`config.mk`:
```
export PLATFORM = sky130hd
export DESIGN_NAME = cic_integ_decim
export DESIGN_NICKNAME = d
export VERILOG_FILES = /design/src/rtl/cic_integ_decim.sv
export SDC_FILE = /design/constraint.sdc
export NUM_CORES = 1
export LEC_CHECK = 0
export ABC_AREA = 1
export BUFFER_PORTS_ARGS = -buffer_cell sky130_fd_sc_hd__buf_2
export CORE_ASPECT_RATIO = 0.8
export CORE_MARGIN = 10
export CORE_UTILIZATION = 23
export DETAILED_ROUTE_END_ITERATION = 6
export PLACE_DENSITY = 0.47
export SYNTH_ARGS = -nofsm -noshare
export SYNTH_HDL_FRONTEND = slang
export SYNTH_SLANG_ARGS = --single-unit
```
`constraint.sdc`:
```
create_clock -name clk_i -period 1.6 [get_ports clk_i]
set_input_delay 0.08 -clock clk_i [delete_from_list [all_inputs] [get_ports clk_i]]
set_output_delay 0.08 -clock clk_i [all_outputs]
set_load 0.03 [all_outputs]
```
`src/rtl/cic_integ_decim.sv`:
```
// ============================================================================
//  Module   : cic_integ_decim
//  Brief    : CIC integrator cascade with decimate-by-R output register/strobe.
//  Revision : 1.0 - initial release
// ============================================================================
`default_nettype none

module cic_integ_decim #(
    parameter int IN_W  = 9,
    parameter int ACC_W = 22,
    parameter int N     = 3,
    parameter int R     = 4
) (
    input  logic             clk_i,
    input  logic             rstn_i,
    input  logic             en_i,
    input  logic [IN_W-1:0]  data_i,
    output logic             en_o,
    output logic [ACC_W-1:0] data_o
);

    localparam int CNT_W = $clog2(R);
    localparam logic [CNT_W-1:0] c_CNT_LAST = CNT_W'(R - 1);

    logic [ACC_W-1:0] w_sext;
    logic [ACC_W-1:0] w_stage_in [N];
    logic [ACC_W-1:0] r_int      [N];
    logic [CNT_W-1:0] r_cnt;
    logic             w_cnt_last;
    logic             w_load;
    logic             r_en_o;
    logic [ACC_W-1:0] r_data;

    assign w_sext = {{(ACC_W - IN_W){data_i[IN_W-1]}}, data_i};

    // Each stage adds the previous stage's registered value, so the chain
    // has one adder per stage and N cycles of pipeline latency.
    generate
        for (genvar k = 0; k < N; k++) begin : g_stage
            if (k == 0) begin : g_first
                assign w_stage_in[k] = w_sext;
            end else begin : g_next
                assign w_stage_in[k] = r_int[k-1];
            end
        end
    endgenerate

    always_ff @(posedge clk_i or negedge rstn_i) begin
        if (!rstn_i) begin
            for (int k = 0; k < N; k++) begin
                r_int[k] <= '0;
            end
        end else if (en_i) begin
            for (int k = 0; k < N; k++) begin
                r_int[k] <= r_int[k] + w_stage_in[k];
            end
        end
    end

    assign w_cnt_last = (r_cnt == c_CNT_LAST);
    assign w_load     = en_i & w_cnt_last;

    always_ff @(posedge clk_i or negedge rstn_i) begin
        if (!rstn_i) begin
            r_cnt <= '0;
        end else if (en_i) begin
            r_cnt <= w_cnt_last ? '0 : r_cnt + CNT_W'(1);
        end
    end

    // The strobe is a single cycle: it is cleared on every edge without a load.
    always_ff @(posedge clk_i or negedge rstn_i) begin
        if (!rstn_i) begin
            r_en_o <= 1'b0;
            r_data <= '0;
        end else begin
            r_en_o <= w_load;
            if (w_load) begin
                r_data <= r_int[N-1];
            end
        end
    end

    assign en_o   = r_en_o;
    assign data_o = r_data;

endmodule

`default_nettype wire

```
==> flow_metrics.env <==
export IMPL_drc_errors=0
export IMPL_synth_top_family_by_area="simple AND/OR/NAND/NOR gates"
export IMPL_coreArea_um2=32700
export IMPL_drt_iter0_markers=409
export IMPL_synthAdderAreaFrac_pct=11.2
export IMPL_violations="negative setup slack"
export IMPL_yosys_area_share_simple_pct=39.8
export IMPL_fin_crit_sh_pct=116
export IMPL_grt_first_pass_wirelength_um=41600
export IMPL_synth_avg_cell_area_um2=6.24
export IMPL_cts_clk_slew_worst_paths_ns=0.07
export IMPL_rows=59
export IMPL_grt_usage_pct=12.4
export IMPL_dp_final_hpwl_um=19300
export IMPL_status="finished, violations left"
export IMPL_portBuffers=34
export IMPL_cts_buffer_depth=2
export IMPL_synth_seq_area_share_pct=29.7
export IMPL_routed_via_density=4.32
export IMPL_crit_fanout=4
export IMPL_synth_area_leader_cell="dfrtp_1"
export IMPL_grt_pass1_vias=7766
export IMPL_die_area_um2=41100
export IMPL_grt_max_degree=83
export IMPL_firstDrtPassIters=4
export IMPL_io_pins=35
export IMPL_setup_tns_ns=-6.77
export IMPL_synth_compound_area_share_pct=6.61
export IMPL_hold_ws_ns=0.0715
export IMPL_die_h_um=183
export IMPL_synth_nets=1307
export IMPL_period_needed_ns=1.85
export IMPL_setup_viol=49
export IMPL_clk_latency_ns=0.36
export IMPL_drive_gt1_share_pct=43.6
export IMPL_nets=1517
export IMPL_worst_pin_slew_ns=0.579
export IMPL_hold_viol_final=0
export IMPL_rrSetupSlack_ns=-0.25
export IMPL_fin_util_pct=37.2
export IMPL_clock_fmax_mhz=541
export IMPL_post_place_ws_ns=-0.325
export IMPL_clock_sinks=91
export IMPL_arrival_ns=2.09
export IMPL_rsz0062_at_grt="true"
export IMPL_fin_ws_ns=-0.249
export IMPL_ys_types=25
export IMPL_n_antenna_cell=0
export IMPL_wl_per_cell_um=14.1
export IMPL_relSlewSlack_pct=61.4
export IMPL_slew_violations=0
export IMPL_antenna_left=0
export IMPL_setup_worst_path_end_class="flip-flop"
export IMPL_area_delta_synth_final_pct=58.9
export IMPL_crit_path_start_kind="flip-flop"
export IMPL_synth_mux_area_fraction_pct=0
export IMPL_start_util_pct=23.4
export IMPL_crit_type="flip-flop to flip-flop"
export IMPL_die_w_um=224
export IMPL_cts_root_buffer="clkbuf_16"
export IMPL_wl_um=26300
export IMPL_synth_top_area_share_pct=29.7
export IMPL_dr_total_vias=8082
export IMPL_yosys_register_bits=91
export IMPL_overflow=0
export IMPL_min_path_type="input pin to flip-flop"
export IMPL_yosysWarningCount=0
export IMPL_synthCells=1228
export IMPL_synth_area_um2=7660
export IMPL_numCtsBuffers=9
export IMPL_synth_xor_area_share_pct=2.17
export IMPL_synth_area_leaders="dfrtp_1 30%, nand2_1 27%, ha_1 10%"
export IMPL_cts_tree="done"
export IMPL_cap_viol_max_count=0
export IMPL_gp_congestion=0.904
export IMPL_grt_antenna_before_repair=0
export IMPL_fin_skew_ns=0.0141
export IMPL_cp_data_required_time_ns=1.84
export IMPL_htree_levels=3
timing repair:
item | CTS | global route
hold endpoints to repair | 43 | 0
hold buffers | 1 | 0
setup endpoints to repair | 55 | 56
pin swaps | 30 | 133
setup buffers | 9 | 26
resized for setup | 230 | 269
cells by family after synthesis:
kind of cell,count (synthesis)
buffers and inverters,212
xor gates and xnor gates,19
adders and majority gates,67
DFF,91
AOI/OAI and AO/OA,96
and+or+nand+nor,743
sequential cells by signal (all words and copies together), names as in the netlist:
| name | count |
|---|---|
| en_o | 1 |
| r_cnt | 2 |
| r_int | 66 |
| data_o | 22 |
through the flow:
step	instances	cell area (µm²)
floorplan	1228	7730
global placement	1826	9540
detailed placement	1826	9540
CTS	1849	11100
global route	1870	12200
finish	1870	12200
per-layer routing:
layer  global-route usage (%)  share of wire, %  routed length, µm  vias to the layer above
met2                     18.6                43              11300                       92
met5                        0                 0                  0                        -
li1                         -                 -                  -                     4244
met3                     1.36               2.4                635                       17
met1                     18.7                53              14100                     3729
met4                     2.50              0.94                248                        0
cell usage in the layout, fill, tap and decap left out, drive strengths merged:
cell type    instances
nand3               89
and2                 6
inv                195
nand4               10
nor2                67
dlygate4sd3          1
nand3b              20
o21ai               41
ha                  64
clkinv               2
o22ai                2
fa                   3
or2                  7
clkinvlp             2
dfrtp               91
nand2              542
clkbuf              11
a21oi               45
xnor2               19
nor3                 2
buf                216
o21bai               8
cell type report:
| class | instances | area (µm²) |
|---|---|---|
| Inverter | 194 | 741 |
| Multi-Input combinational cell | 925 | 6630 |
| Sequential cell | 91 | 2320 |
| Clock inverter | 5 | 37.5 |
| Clock buffer | 11 | 233 |
| Timing Repair Buffer | 217 | 1680 |
| Tap cell | 427 | 534 |
| Fill cell | 3418 | 20500 |
critical path, stage by stage, from the launching register on:
cell and delay [ns]:
dfrtp_1 0.40, ha_2 0.21, inv_2 0.04, fa_2 0.32, inv_2 0.09, nand3_4 0.10
nand2_4 0.13, nand2_4 0.06, nand2_4 0.09, nand3_2 0.08, nand2_1 0.06, nand2_1 0.05
nand3_1 0.06, nand2_1 0.06
worst paths after layout:
kind | cells after the start | start | end
worst min register to register | 2 | data_o[20] | data_o[20]
worst max register to register | 13 | r_int[44] | r_int[38]
worst min-delay path | 4 | data_i[0] | r_int[44]
worst max-delay path | 13 | r_int[44] | r_int[38]
min in group asynchronous | 2 | rstn_i | en_o
max in group asynchronous | 3 | rstn_i | r_int[56]
synth_stat cells:
cell type,instances
nand4_1,10
nand2_1,541
inv_2,1
dfrtp_1,91
fa_1,3
o21ai_1,1
nand3b_1,20
clkbuf_1,12
ha_1,64
nor3_1,2
inv_1,193
nor2_1,63
a21oi_2,1
or2_2,4
and2_1,6
a21oi_1,44
o21bai_1,8
nor2_2,4
xnor2_1,19
nand3_1,89
nand2_2,1
buf_2,6
or2_1,3
o21ai_0,40
o22ai_1,2
Power is left out: the tool's default activity adds up to more than one toggle a clock period on the data nets, which glitch-free logic cannot reach.
